===== src/rtl/serial_sub_pkg.sv =====
// Shared types and helpers for the bit-serial subtractor controller.
package serial_sub_pkg;

  typedef enum logic [1:0] {
    IDLE = 2'd0,
    RUN  = 2'd1,
    DONE = 2'd2
  } state_t;

  function automatic int clog2(input int n);
    int r;
    r = 0;
    for (int i = 0; i < 32; i++) begin
      if ((1 << r) < n) r = r + 1;
    end
    return r;
  endfunction

endpackage


===== src/rtl/full_sub_bit.sv =====
// Combinational 1-bit full subtractor: y = a - b - bin, bout is the borrow out.
module full_sub_bit (
  input  logic i_a,
  input  logic i_b,
  input  logic i_bin,
  output logic o_y,
  output logic o_bout
);

  assign o_y    = i_a ^ i_b ^ i_bin;
  assign o_bout = (~i_a & i_b) | (~(i_a ^ i_b) & i_bin);

endmodule


===== src/rtl/serial_sub_ctrl.sv =====
// Bit-serial subtractor controller: diff = a - b - borrow_in, LSB first, one bit per enabled clock.
// Optional SERIAL_SUB_OVF_EN adds o_ovf, the signed overflow flag of the same operation.
module serial_sub_ctrl
  import serial_sub_pkg::*;
#(
  parameter int WIDTH = 8
) (
  input  logic             i_clk,
  input  logic             i_rst,
  input  logic             i_en,
  input  logic             i_start,
  input  logic [WIDTH-1:0] i_a,
  input  logic [WIDTH-1:0] i_b,
  input  logic             i_borrow_in,
  output logic             o_busy,
  output logic             o_done,
  output logic [WIDTH-1:0] o_diff,
`ifdef SERIAL_SUB_OVF_EN
  output logic             o_ovf,
`endif
  output logic             o_borrow_out
);

  localparam int CNT_W = clog2(WIDTH);

  state_t             r_state;
  state_t             w_state_nxt;
  logic [WIDTH-1:0]   r_a_sh;
  logic [WIDTH-1:0]   r_b_sh;
  logic [WIDTH-1:0]   r_diff;
  logic [CNT_W-1:0]   r_cnt;
  logic               r_brw;
  logic               r_borrow_out;
  logic               w_y;
  logic               w_bo;
  logic               w_last;
  logic               w_accept;

  full_sub_bit u_stage (
    .i_a    (r_a_sh[0]),
    .i_b    (r_b_sh[0]),
    .i_bin  (r_brw),
    .o_y    (w_y),
    .o_bout (w_bo)
  );

  assign w_last   = (r_cnt == CNT_W'(WIDTH - 1));
  assign w_accept = (r_state == IDLE) && i_start;

  always_ff @(posedge i_clk) begin
    if (i_rst) r_state <= IDLE;
    else       r_state <= w_state_nxt;
  end

  // DONE always falls back to IDLE on the next edge, enabled or not.
  always_comb begin
    w_state_nxt = r_state;
    case (r_state)
      IDLE:    if (i_en && i_start) w_state_nxt = RUN;
      RUN:     if (i_en && w_last)  w_state_nxt = DONE;
      DONE:    w_state_nxt = IDLE;
      default: w_state_nxt = IDLE;
    endcase
  end

  always_ff @(posedge i_clk) begin
    if (i_rst) begin
      r_a_sh       <= '0;
      r_b_sh       <= '0;
      r_diff       <= '0;
      r_cnt        <= '0;
      r_brw        <= 1'b0;
      r_borrow_out <= 1'b0;
    end else if (i_en) begin
      if (w_accept) begin
        r_a_sh <= i_a;
        r_b_sh <= i_b;
        r_brw  <= i_borrow_in;
        r_cnt  <= '0;
      end else if (r_state == RUN) begin
        r_a_sh <= r_a_sh >> 1;
        r_b_sh <= r_b_sh >> 1;
        r_diff <= {w_y, r_diff[WIDTH-1:1]};
        r_brw  <= w_bo;
        r_cnt  <= r_cnt + CNT_W'(1);
        if (w_last) r_borrow_out <= w_bo;
      end
    end
  end

`ifdef SERIAL_SUB_OVF_EN
  logic r_ovf;

  // Borrow into the MSB stage differs from borrow out of it exactly on signed overflow.
  always_ff @(posedge i_clk) begin
    if (i_rst)                              r_ovf <= 1'b0;
    else if (i_en && r_state == RUN && w_last) r_ovf <= r_brw ^ w_bo;
  end

  assign o_ovf = r_ovf;
`endif

  assign o_busy       = (r_state != IDLE);
  assign o_done       = (r_state == DONE);
  assign o_diff       = r_diff;
  assign o_borrow_out = r_borrow_out;

endmodule


===== config.mk =====
export PLATFORM = sky130hd
export DESIGN_NAME = serial_sub_ctrl
export DESIGN_NICKNAME = d
export VERILOG_FILES = /design/src/rtl/serial_sub_pkg.sv /design/src/rtl/full_sub_bit.sv /design/src/rtl/serial_sub_ctrl.sv
export SDC_FILE = /design/constraint.sdc
export NUM_CORES = 1
export LEC_CHECK = 0
export BUFFER_PORTS_ARGS = -buffer_cell sky130_fd_sc_hd__clkbuf_2
export CAP_MARGIN = 20
export CORE_MARGIN = 4
export CORE_UTILIZATION = 54
export CTS_BUF_LIST = sky130_fd_sc_hd__clkbuf_4 sky130_fd_sc_hd__clkbuf_8
export DETAILED_ROUTE_END_ITERATION = 8
export PLACE_DENSITY = 0.82
export SLEW_MARGIN = 5
export SYNTH_ARGS = -nofsm -noshare
export SYNTH_HDL_FRONTEND = slang
export SYNTH_SLANG_ARGS = --single-unit

===== constraint.sdc =====
create_clock -name i_clk -period 2.2 [get_ports i_clk]
set_clock_uncertainty 0.2 [all_clocks]
set_input_delay 0.11 -clock i_clk [delete_from_list [all_inputs] [get_ports i_clk]]
set_output_delay 0.11 -clock i_clk [all_outputs]
set_load 0.01 [all_outputs]

==> results by group, run 1 <==
Placement
  • Placed Cells: 209
  • Port Buffers: 31
  • Dpl ws: ~0.53 ns
  • GP Congestion: roughly 0.75
  • DP HPWL: between 1.5 and 2 mm

STA
  • Final setup vio count: 0
  • Period utilisation layout: 88.7%
  • Final WS setup: 0.248 ns
  • Fmax: 512 MHz
  • Hold_ws: 0.0481 ns
  • Post-layout min period: just under 2 ns
  • Fin. Hold Viols: 0
  • Relative slew slack: between 50 and 60%
  • Pins Over Slew Limit: 0
  • RSZ-0062 raised after global routing: false
  • Worst slew pin tran: 0.636 ns
  • TNS Setup: 0 ns

Global route
  • Initial antenna violation count: 0
  • All-Layer GR Usage: about 20%
  • GRT overflow: 0
  • Largest net degree at the start of global routing: 32
  • Number of global-route vias before repair: 1284
  • First-pass GRT wire length: 5.22 mm

Synth
  • Synth Area in XOR/XNOR: 0%
  • Mux cell area share after synthesis: 0.738%
  • Top FF cell, synth: dfxtp_1
  • Syn_nets: 184
  • Top cells by area, synth: dfxtp_1, nand2_1, a311oi_1, nor2_1, a21oi_1
  • Warnings, synthesis: 0
  • Largest family of logic cells by synthesized area: simple AND/OR/NAND/NOR gates
  • Cell accounting for the most synthesized area: dfxtp_1
  • Fraction of registers with async set/reset: 0%
  • Post-synthesis compound-gate area fraction: 18.2%
  • Syn Std Cell Area: 1360 sq um
  • Netlist cell types: 30
  • Simple-gate share of the synthesized area: 24.3%
  • Top-count cell post-synth: nand2_1
  • Synth Instances: 160
  • Seq/Total Area, Yosys: a little under half
  • Adder-cell share of the synthesized area: under 10%
  • Post-synth top area share: 45.8%
  • Top cells by count, synth: nand2_1, dfxtp_1, nor2_1, a311oi_1, a21oi_1
  • Yosys reg bits: 31
  • Post-synth EDFFs: 0
  • Mean Syn Cell Area: between 8 and 9 sq um

Clock network
  • Clock transition at path regs: 0.09 ns
  • Worst-skew pair later-pin latency: between 0.3 and 0.4 ns
  • Clock sinks: 31
  • Cts hold-fix bufs: 19
  • Setup bufs post-CTS: 0
  • Post-CTS Resized: 0
  • Maximum buffer depth of the clock tree: 2
  • CTS H-tree lvls: 2
  • CTS tree: yes
  • CTS Buf Count: 5
  • Clock Tree Root: clkbuf_4

Critical path
  • Req. time, crit path: 2.19 ns
  • Crit-path max FO: 9
  • Startpoint Class: flop
  • Worst EP arrival: 1.95 ns
  • Critical-path top delay cell: dlygate4sd3_1
  • Kind of critical path: flop to flop
  • Critical path, cell by cell: o211ai_1, a32oi_1, dlygate4sd3_1, nor2_1
  • Max stage delay on crit path: 0.57 ns
  • Crit end category: flop

Detailed routing
  • Residual DRC: 0
  • Final wirelength: just over 3 mm
  • Antenna-violating nets left: 0
  • TritonRoute pass-1 iters: 4
  • Routed WL per cell: 13.2 um
  • Vias per cell: 5.29
  • Iteration-0 DRC Markers: 39
  • Vias: ~1200

Floorplan
  • FP Rows: 17
  • Chip Width: 58.1 um
  • Initial Util: 59.0%
  • Die ar.: 3380 sq um
  • Core Area: ~2300 sq um
  • Total I/O pin count: 32
  • Die Ht: 58.1 um

Layout
  • Nets: 231
  • Filler Cell Count: 184
  • Layout cells sized above 1: 22.6%
  • Ant diodes: 0
  • Area growth, synth to finish: 26.5%
  • Non-filler cells, final: 236

Flow run
  • Max_cap viols: 0

Min path
  • HP Class: input pin to flop

Pwr
  • Pleak: 0.705 nW
  • Power Dens Cells: around 640 nW/um^2
  • Final Power: 1.10 mW
  • Worst vdd ir: between 0.0005 and 0.0006 V

Status
  • Outcome: completed
[cell type report]
type | count | area (sq um) | share of cell area [%]
clock buffer | 7 | 52.6 | 3.06
clock inverter | 1 | 5.00 | 0.292
inverter | 3 | 11.3 | 0.656
multi-input combinational | 114 | 631 | 36.8
sequential | 31 | 621 | 36.2
tap | 28 | 35.0 | 2.04
timing repair buffer | 52 | 360 | 21.0
[power breakdown]
part	total (mW)	internal (mW)	switching, mW
sequential	0.604	0.587	0.0171
clock	0.331	0.149	0.182
combinational	0.162	0.0766	0.0856
[routing by layer]
layer | vias to the layer above | GRT usage [%] | share of wire (%) | wire, um
li1 | 641 | - | - | -
met1 | 560 | 21.7 | 43 | 1340
met2 | 40 | 35.8 | 50 | 1550
met3 | 7 | 7.80 | 5.5 | 170
met4 | 0 | 6.95 | 1.7 | 53
met5 | - | 0 | 0 | 0
[flip-flops by register name, summed over array words and instances (netlist names)]
register	cells
o_borrow_out	1
o_diff	8
r_a_sh	8
r_b_sh	8
r_brw	1
r_cnt	3
r_state	2
[metrics by stage]
step / area (sq um) / util [%]
2_1_floorplan: 1360 / -
4_1_cts: 1720 / 74.7
6_report: 1720 / 74.7
5_1_grt: 1720 / 74.7
3_5_place_dp: 1470 / 63.9
3_3_place_gp: 1470 / 63.9
[critical path, delay by kind of cell (launching register included)]
kind / cells / cell delay, ns
flip-flops: 1 / 0.47
buffers and inverters: 1 / 0.57
AO/OA/AOI/OAI: 2 / 0.53
AND/OR/NAND/NOR: 1 / 0.04
[layout by cell type (no fill, tap or decap)]
| cell type | count |
|---|---|
| nor3_1 | 1 |
| a211oi_1 | 1 |
| or3b_1 | 1 |
| nand2_2 | 1 |
| fa_1 | 1 |
| a21oi_1 | 9 |
| a22oi_1 | 2 |
| and2_1 | 1 |
| dfxtp_1 | 31 |
| or2_2 | 1 |
| mux2i_1 | 1 |
| o211a_1 | 1 |
| inv_1 | 3 |
| o211ai_2 | 1 |
| clkbuf_4 | 7 |
| clkbuf_2 | 31 |
| nor3b_2 | 1 |
| nor2_1 | 21 |
| ha_1 | 2 |
| nand2_1 | 47 |
| buf_4 | 2 |
| a21oi_2 | 1 |
| clkinv_2 | 1 |
| a32oi_1 | 2 |
| dlygate4sd3_1 | 19 |
| and3b_2 | 1 |
| a311oi_1 | 14 |
| o211ai_1 | 1 |
| nor2b_1 | 2 |
| and3_1 | 1 |
[path summary, 6_finish.rpt]
check,end,from,slack [ns],cells past startpoint
setup / recovery,r_a_sh[7],r_state[0],0.25,4
hold / removal,r_state[0],i_en,0.05,4
setup reg to reg,r_a_sh[7],r_state[0],0.25,4
hold reg to reg,o_diff[0],o_diff[0],0.26,2
[cells by family after synthesis]
kind of cell | Yosys count
AO/OA/AOI/OAI | 32
multiplexers | 1
flip-flops | 31
buffers and inverters | 15
AND/OR/NAND/NOR | 78
adder cells (fa/ha/maj) | 3
Note: power is estimated with default switching activity, not from simulation.
==> run 2, diff against run 1 <==
Settings changed: PLACE_DENSITY 0.82 to default, PLACE_DENSITY_LB_ADDON from default to 0.25.
==> run 2 against run 1 <==
Design area up 0.88%. Worst hold slack worse by 0.016 ns. Setup slack better by 0.0092 ns. Global-route usage up 0.47 points. Total power up 5.9%. Die area unchanged. Non-clock buffer count unchanged. Clock power up 20%.
==> results by group, run 2 (synthesized netlist as in run 1, its figures left out) <==
STA
  • Relative slew slack: 58.9% (was 57.6%)
  • TNS Setup: 0 ns (unchanged)
  • Final WS setup: 0.258 ns (was 0.248 ns)
  • Post-layout min period: 1.94 ns (was 1.95 ns)
  • Worst slew pin tran: 0.617 ns (was 0.636 ns)
  • RSZ-0062 raised after global routing: false (unchanged)
  • Final setup vio count: 0 (unchanged)
  • Fin. Hold Viols: 0 (unchanged)
  • Period utilisation layout: 88.3% (was 88.7%)
  • Pins Over Slew Limit: 0 (unchanged)
  • Fmax: 515 MHz (was 512 MHz)

Min path
  • HP Class: input pin to flop (unchanged)

Global route
  • GRT overflow: 0 (unchanged)
  • All-Layer GR Usage: 20.6% (was 20.2%)
  • Initial antenna violation count: 0 (unchanged)
  • Largest net degree at the start of global routing: 32 (unchanged)
  • Number of global-route vias before repair: 1240 (was 1284)
  • First-pass GRT wire length: 5.29 mm (was 5.22 mm)

Layout
  • Area growth, synth to finish: 27.6% (was 26.5%)
  • Design Area, Final: 1730 sq um (was 1720 sq um)
  • Leading cell type in the layout, fill and taps excluded: nand2_1 (unchanged)
  • Non-filler cells, final: 236 (unchanged)
  • Fin util: 75.3% (was 74.7%)
  • Layout cells sized above 1: 22.6% (unchanged)
  • Nets: 231 (unchanged)
  • Ant diodes: 0 (unchanged)
  • Most frequent cells in the layout: nand2_1, clkbuf_2, dfxtp_1, nor2_1, dlygate4sd3_1 (unchanged)

Critical path
  • Buffers & Inverters on Critical Path: 1 (unchanged)
  • Crit-path max FO: 9 (unchanged)
  • Critical path, cell by cell: o211ai_1, a32oi_1, dlygate4sd3_1, nor2_1 (unchanged)
  • Req. time, crit path: 2.21 ns (was 2.19 ns)
  • Max stage delay on crit path: 0.58 ns (was 0.57 ns)
  • Kind of critical path: flop to flop (unchanged)
  • Worst EP arrival: 1.95 ns (about the same)
  • Crit end category: flop (unchanged)
  • Startpoint Class: flop (unchanged)
  • Critical-path top delay cell: dlygate4sd3_1 (unchanged)
  • Top delay family on crit path: buffers and inverters (unchanged)

Clock network
  • CTS Buf Count: 5 (unchanged)
  • Post-CTS Resized: 0 (unchanged)
  • Clock transition at path regs: 0.09 ns (about the same)
  • CTS tree: yes (unchanged)
  • Clock sinks: 31 (unchanged)
  • Maximum buffer depth of the clock tree: 2 (unchanged)
  • Clock Tree Root: clkbuf_4 (unchanged)
  • Setup bufs post-CTS: 0 (unchanged)
  • CTS H-tree lvls: 2 (unchanged)
  • Cts hold-fix bufs: 19 (unchanged)
  • Worst-skew pair later-pin latency: 0.34 ns (was 0.33 ns)

Placement
  • Placed Cells: 209 (unchanged)
  • DP HPWL: 2.01 mm (was 1.94 mm)
  • Area after DPL: 1470 sq um (unchanged)
  • Dpl ws: 0.521 ns (was 0.526 ns)
  • GP Congestion: 0.772 (was 0.752)
  • Port Buffers: 31 (unchanged)

Detailed routing
  • Residual DRC: 0 (unchanged)
  • Final wirelength: 3.18 mm (was 3.11 mm)
  • Iteration-0 DRC Markers: 39 (unchanged)
  • Vias per cell: 5.44 (was 5.29)
  • TritonRoute pass-1 iters: 4 (unchanged)
  • Antenna-violating nets left: 0 (unchanged)
  • Vias: 1284 (was 1248)
  • Routed WL per cell: 13.5 um (was 13.2 um)

Floorplan
  • Core Area: 2300 sq um (unchanged)
  • Chip Width: 58.1 um (unchanged)
  • Total I/O pin count: 32 (unchanged)
  • Initial Util: 59.0% (unchanged)
  • Die Ht: 58.1 um (unchanged)
  • FP Rows: 17 (unchanged)
  • Die ar.: 3380 sq um (unchanged)

Pwr
  • Worst vdd ir: 0.000533 V (was 0.000527 V)
  • Pleak: 0.711 nW (was 0.705 nW)
  • Power Dens Cells: 672 nW/um^2 (was 640 nW/um^2)

Status
  • Outcome: completed (unchanged)

Flow run
  • Max_cap viols: 0 (unchanged)
[run 2: changes by cell type in the layout (fill, tap and decap cells not counted), sizes merged]
cell	delta
clkbuf	+1
clkinv	-1
[run 2: through the flow]
step / hold slack (ns) / total power [mW]
after detailed placement: 0.173 / 0.747
after global routing: 0.0815 / 1.22
final: 0.0324 / 1.16
after CTS: 0.0203 / 1.17
after global placement: 0.162 / 0.741
after floorplan: -0.0184 / 0.720
[run 2: path summary, 6_finish.rpt]
| check | start | end | slack [ns] | cells past startpoint |
|---|---|---|---|---|
| setup / recovery | r_state[0] | r_b_sh[7] | 0.26 | 4 |
| hold / removal | i_en | r_state[0] | 0.03 | 4 |
| hold reg to reg | o_diff[0] | o_diff[0] | 0.26 | 2 |
| setup reg to reg | r_state[0] | r_b_sh[7] | 0.26 | 4 |
[run 2: cell type report]
class                   instances  area, sq um
clock buffers                   8         72.6
multi-input cells             114          631
well taps                      28         35.0
repair buffers                 52          360
flip-flops and latches         31          621
fillers                       189          567
inverters                       3         11.3
[run 2: report_power, final]
| part | internal, mW | leakage [nW] | switching (mW) | total (mW) |
|---|---|---|---|---|
| registers | 0.587 | 0.253 | 0.0166 | 0.604 |
| clock network | 0.200 | 0.0420 | 0.197 | 0.397 |
| logic | 0.0762 | 0.416 | 0.0853 | 0.161 |
| total | 0.863 | 0.711 | 0.299 | 1.16 |
[run 2: worst register-to-register path, cell delays in order, from the launching register on]
cell	delay, ns
dfxtp_1	0.47
o211ai_1	0.28
a32oi_1	0.24
dlygate4sd3_1	0.59
nor2_1	0.04
[run 2: per-layer routing]
layer  vias to the layer above  part of all wire [%]  GRT usage, %  routed length, um
li1                        641                     -             -                  -
met1                       592                    44          23.5               1390
met2                        45                    49          34.8               1540
met3                         6                   5.9          6.90                186
met4                         0                   1.9          9.27                 61
met5                         -                     0             0                  0
==> run 3, diff against run 2 <==
Settings changed: CORE_ASPECT_RATIO from default to 0.7.
==> run 3 against run 2 <==
Sequential cell count unchanged. Sequential power about the same. Worst hold slack improved by 0.055 ns. Critical path depth unchanged. Clock power decreased by 25%. Clock-buffer cell count shrank 2. Largest cell class unchanged.
==> results by group, run 3 (synthesized netlist as in run 1, its figures left out) <==
Layout
  • Filler Cell Count: 181 (was 189)
  • Design Area, Final: 1720 sq um (was 1730 sq um)
  • Most frequent cells in the layout: nand2_1, clkbuf_2, dfxtp_1, nor2_1, dlygate4sd3_1 (unchanged)
  • Ant diodes: 0 (unchanged)
  • Leading cell type in the layout, fill and taps excluded: nand2_1 (unchanged)
  • Layout cells sized above 1: 22.2% (was 22.6%)
  • Area growth, synth to finish: 26.5% (was 27.6%)
  • Nets: 232 (was 231)

STA
  • Worst slew pin tran: 0.622 ns (was 0.617 ns)
  • Fin. Hold Viols: 0 (unchanged)
  • RSZ-0062 raised after global routing: false (unchanged)
  • Period utilisation layout: 88.1% (was 88.3%)
  • Pins Over Slew Limit: 0 (unchanged)
  • Post-layout min period: 1.94 ns (about the same)
  • TNS Setup: 0 ns (unchanged)
  • Relative slew slack: 58.5% (was 58.9%)
  • Final setup vio count: 0 (unchanged)
  • Fmax: 516 MHz (was 515 MHz)

Clock network
  • Worst-skew pair later-pin latency: 0.32 ns (was 0.34 ns)
  • Setup bufs post-CTS: 0 (unchanged)
  • Clock Tree Root: clkbuf_4 (unchanged)
  • Clock transition at path regs: 0.09 ns (about the same)
  • Maximum buffer depth of the clock tree: 2 (unchanged)
  • CTS Buf Count: 5 (unchanged)
  • CTS tree: yes (unchanged)
  • CTS H-tree lvls: 2 (unchanged)
  • Clock sinks: 31 (unchanged)

Placement
  • Area after DPL: 1480 sq um (was 1470 sq um)
  • GP Congestion: 0.730 (was 0.772)
  • DP HPWL: 2.07 mm (was 2.01 mm)
  • Port Buffers: 31 (unchanged)

Detailed routing
  • Routed WL per cell: 12.7 um (was 13.5 um)
  • Antenna-violating nets left: 0 (unchanged)
  • Vias per cell: 5.35 (was 5.44)
  • Final wirelength: 3.03 mm (was 3.18 mm)
  • Residual DRC: 0 (unchanged)
  • TritonRoute pass-1 iters: 4 (unchanged)
  • Vias: 1278 (was 1284)
  • Iteration-0 DRC Markers: 78 (was 39)

Pwr
  • Int Power: 0.791 mW (was 0.863 mW)
  • Sw Share: 25.7% (about the same)
  • Worst vdd ir: 0.000386 V (was 0.000533 V)
  • Pleak: 0.702 nW (was 0.711 nW)
  • Psw: 0.274 mW (was 0.299 mW)
  • Power Dens Cells: 621 nW/um^2 (was 672 nW/um^2)
  • Seq pwr share: 56.7% (was 51.9%)
  • Logic pwr share: 15.4% (was 13.9%)
  • Clk pwr share: 27.9% (was 34.2%)

Critical path
  • Critical-path top delay cell: dlygate4sd3_1 (unchanged)
  • Crit-path max FO: 9 (unchanged)
  • Req. time, crit path: 2.19 ns (was 2.21 ns)
  • Startpoint Class: flop (unchanged)
  • Worst EP arrival: 1.93 ns (was 1.95 ns)
  • Kind of critical path: flop to flop (unchanged)
  • Critical path, cell by cell: o211ai_1, a32oi_1, dlygate4sd3_1, nor2_1 (unchanged)
  • Max stage delay on crit path: 0.58 ns (about the same)
  • Crit end category: flop (unchanged)

Floorplan
  • Die Ht: 49.9 um (was 58.1 um)
  • Chip Width: 67.9 um (was 58.1 um)
  • Die ar.: 3390 sq um (was 3380 sq um)
  • Total I/O pin count: 32 (unchanged)
  • Initial Util: 60.0% (was 59.0%)
  • FP Rows: 14 (was 17)
  • Core Area: 2260 sq um (was 2300 sq um)

Global route
  • First-pass GRT wire length: 4.80 mm (was 5.29 mm)
  • Number of global-route vias before repair: 1140 (was 1240)
  • Largest net degree at the start of global routing: 32 (unchanged)
  • All-Layer GR Usage: 18.9% (was 20.6%)
  • GRT overflow: 0 (unchanged)
  • Initial antenna violation count: 0 (unchanged)

Min path
  • HP Class: input pin to flop (unchanged)

Status
  • Outcome: completed (unchanged)

Flow run
  • Max_cap viols: 0 (unchanged)
run 3: worst paths after layout:
path / start / end / slack (ns) / depth (start not counted)
max: r_state[0] / r_b_sh[7] / 0.26 / 4
min: i_en / r_state[0] / 0.09 / 4
max reg2reg: r_state[0] / r_b_sh[7] / 0.26 / 4
min reg2reg: o_diff[0] / o_diff[0] / 0.27 / 2
run 3: power groups by stage:
stage | Sequential (mW) | Combinational, mW | Clock (mW)
after floorplan | 0.611 | 0.109 | 0
after global placement | 0.615 | 0.128 | 0
after detailed placement | 0.617 | 0.134 | 0
after CTS | 0.603 | 0.162 | 0.307
after global routing | 0.607 | 0.181 | 0.328
final | 0.603 | 0.164 | 0.298
run 3: what timing repair did:
item,in CTS,in global routing
hold endpoints to repair,17,0
resized for setup,0,0
hold buffers,19,0
run 3: final cells by class:
class | count | area [sq um] | share of cell area, %
Sequential cell | 31 | 621 | 36.2
Tap cell | 32 | 40.0 | 2.33
Multi-Input combinational cell | 114 | 631 | 36.8
Clock buffer | 6 | 45.0 | 2.63
Timing Repair Buffer | 53 | 368 | 21.4
Inverter | 3 | 11.3 | 0.656
run 3: layer usage:
metal | global-route usage [%] | wire length [um] | part of all wire [%] | up-vias
met5 | 0 | 0 | 0 | -
met4 | 8.58 | 58 | 1.9 | 0
met3 | 5.45 | 197 | 6.5 | 7
met2 | 29.4 | 1380 | 45 | 42
met1 | 23.8 | 1400 | 46 | 588
li1 | - | - | - | 641
run 3: stage by stage:
stage               utilization [%]  std cells  hold slack, ns  total power [mW]  setup slack (ns)
detailed placement             65.5        214           0.163             0.751             0.483
CTS                            75.9        239          0.0744              1.07             0.276
finish                         75.9        239          0.0873              1.06             0.263
global placement               65.5        214           0.162             0.744             0.591
floorplan                         -        160         -0.0184             0.720             0.656
global route                   75.9        239           0.134              1.12             0.133
run 3: critical path, delay by kind of cell (launching register included):
| family | cells | cell delay, ns |
|---|---|---|
| DFF | 1 | 0.48 |
| buffers and inverters | 1 | 0.58 |
| and+or+nand+nor | 1 | 0.04 |
| AOI/OAI and AO/OA | 2 | 0.52 |
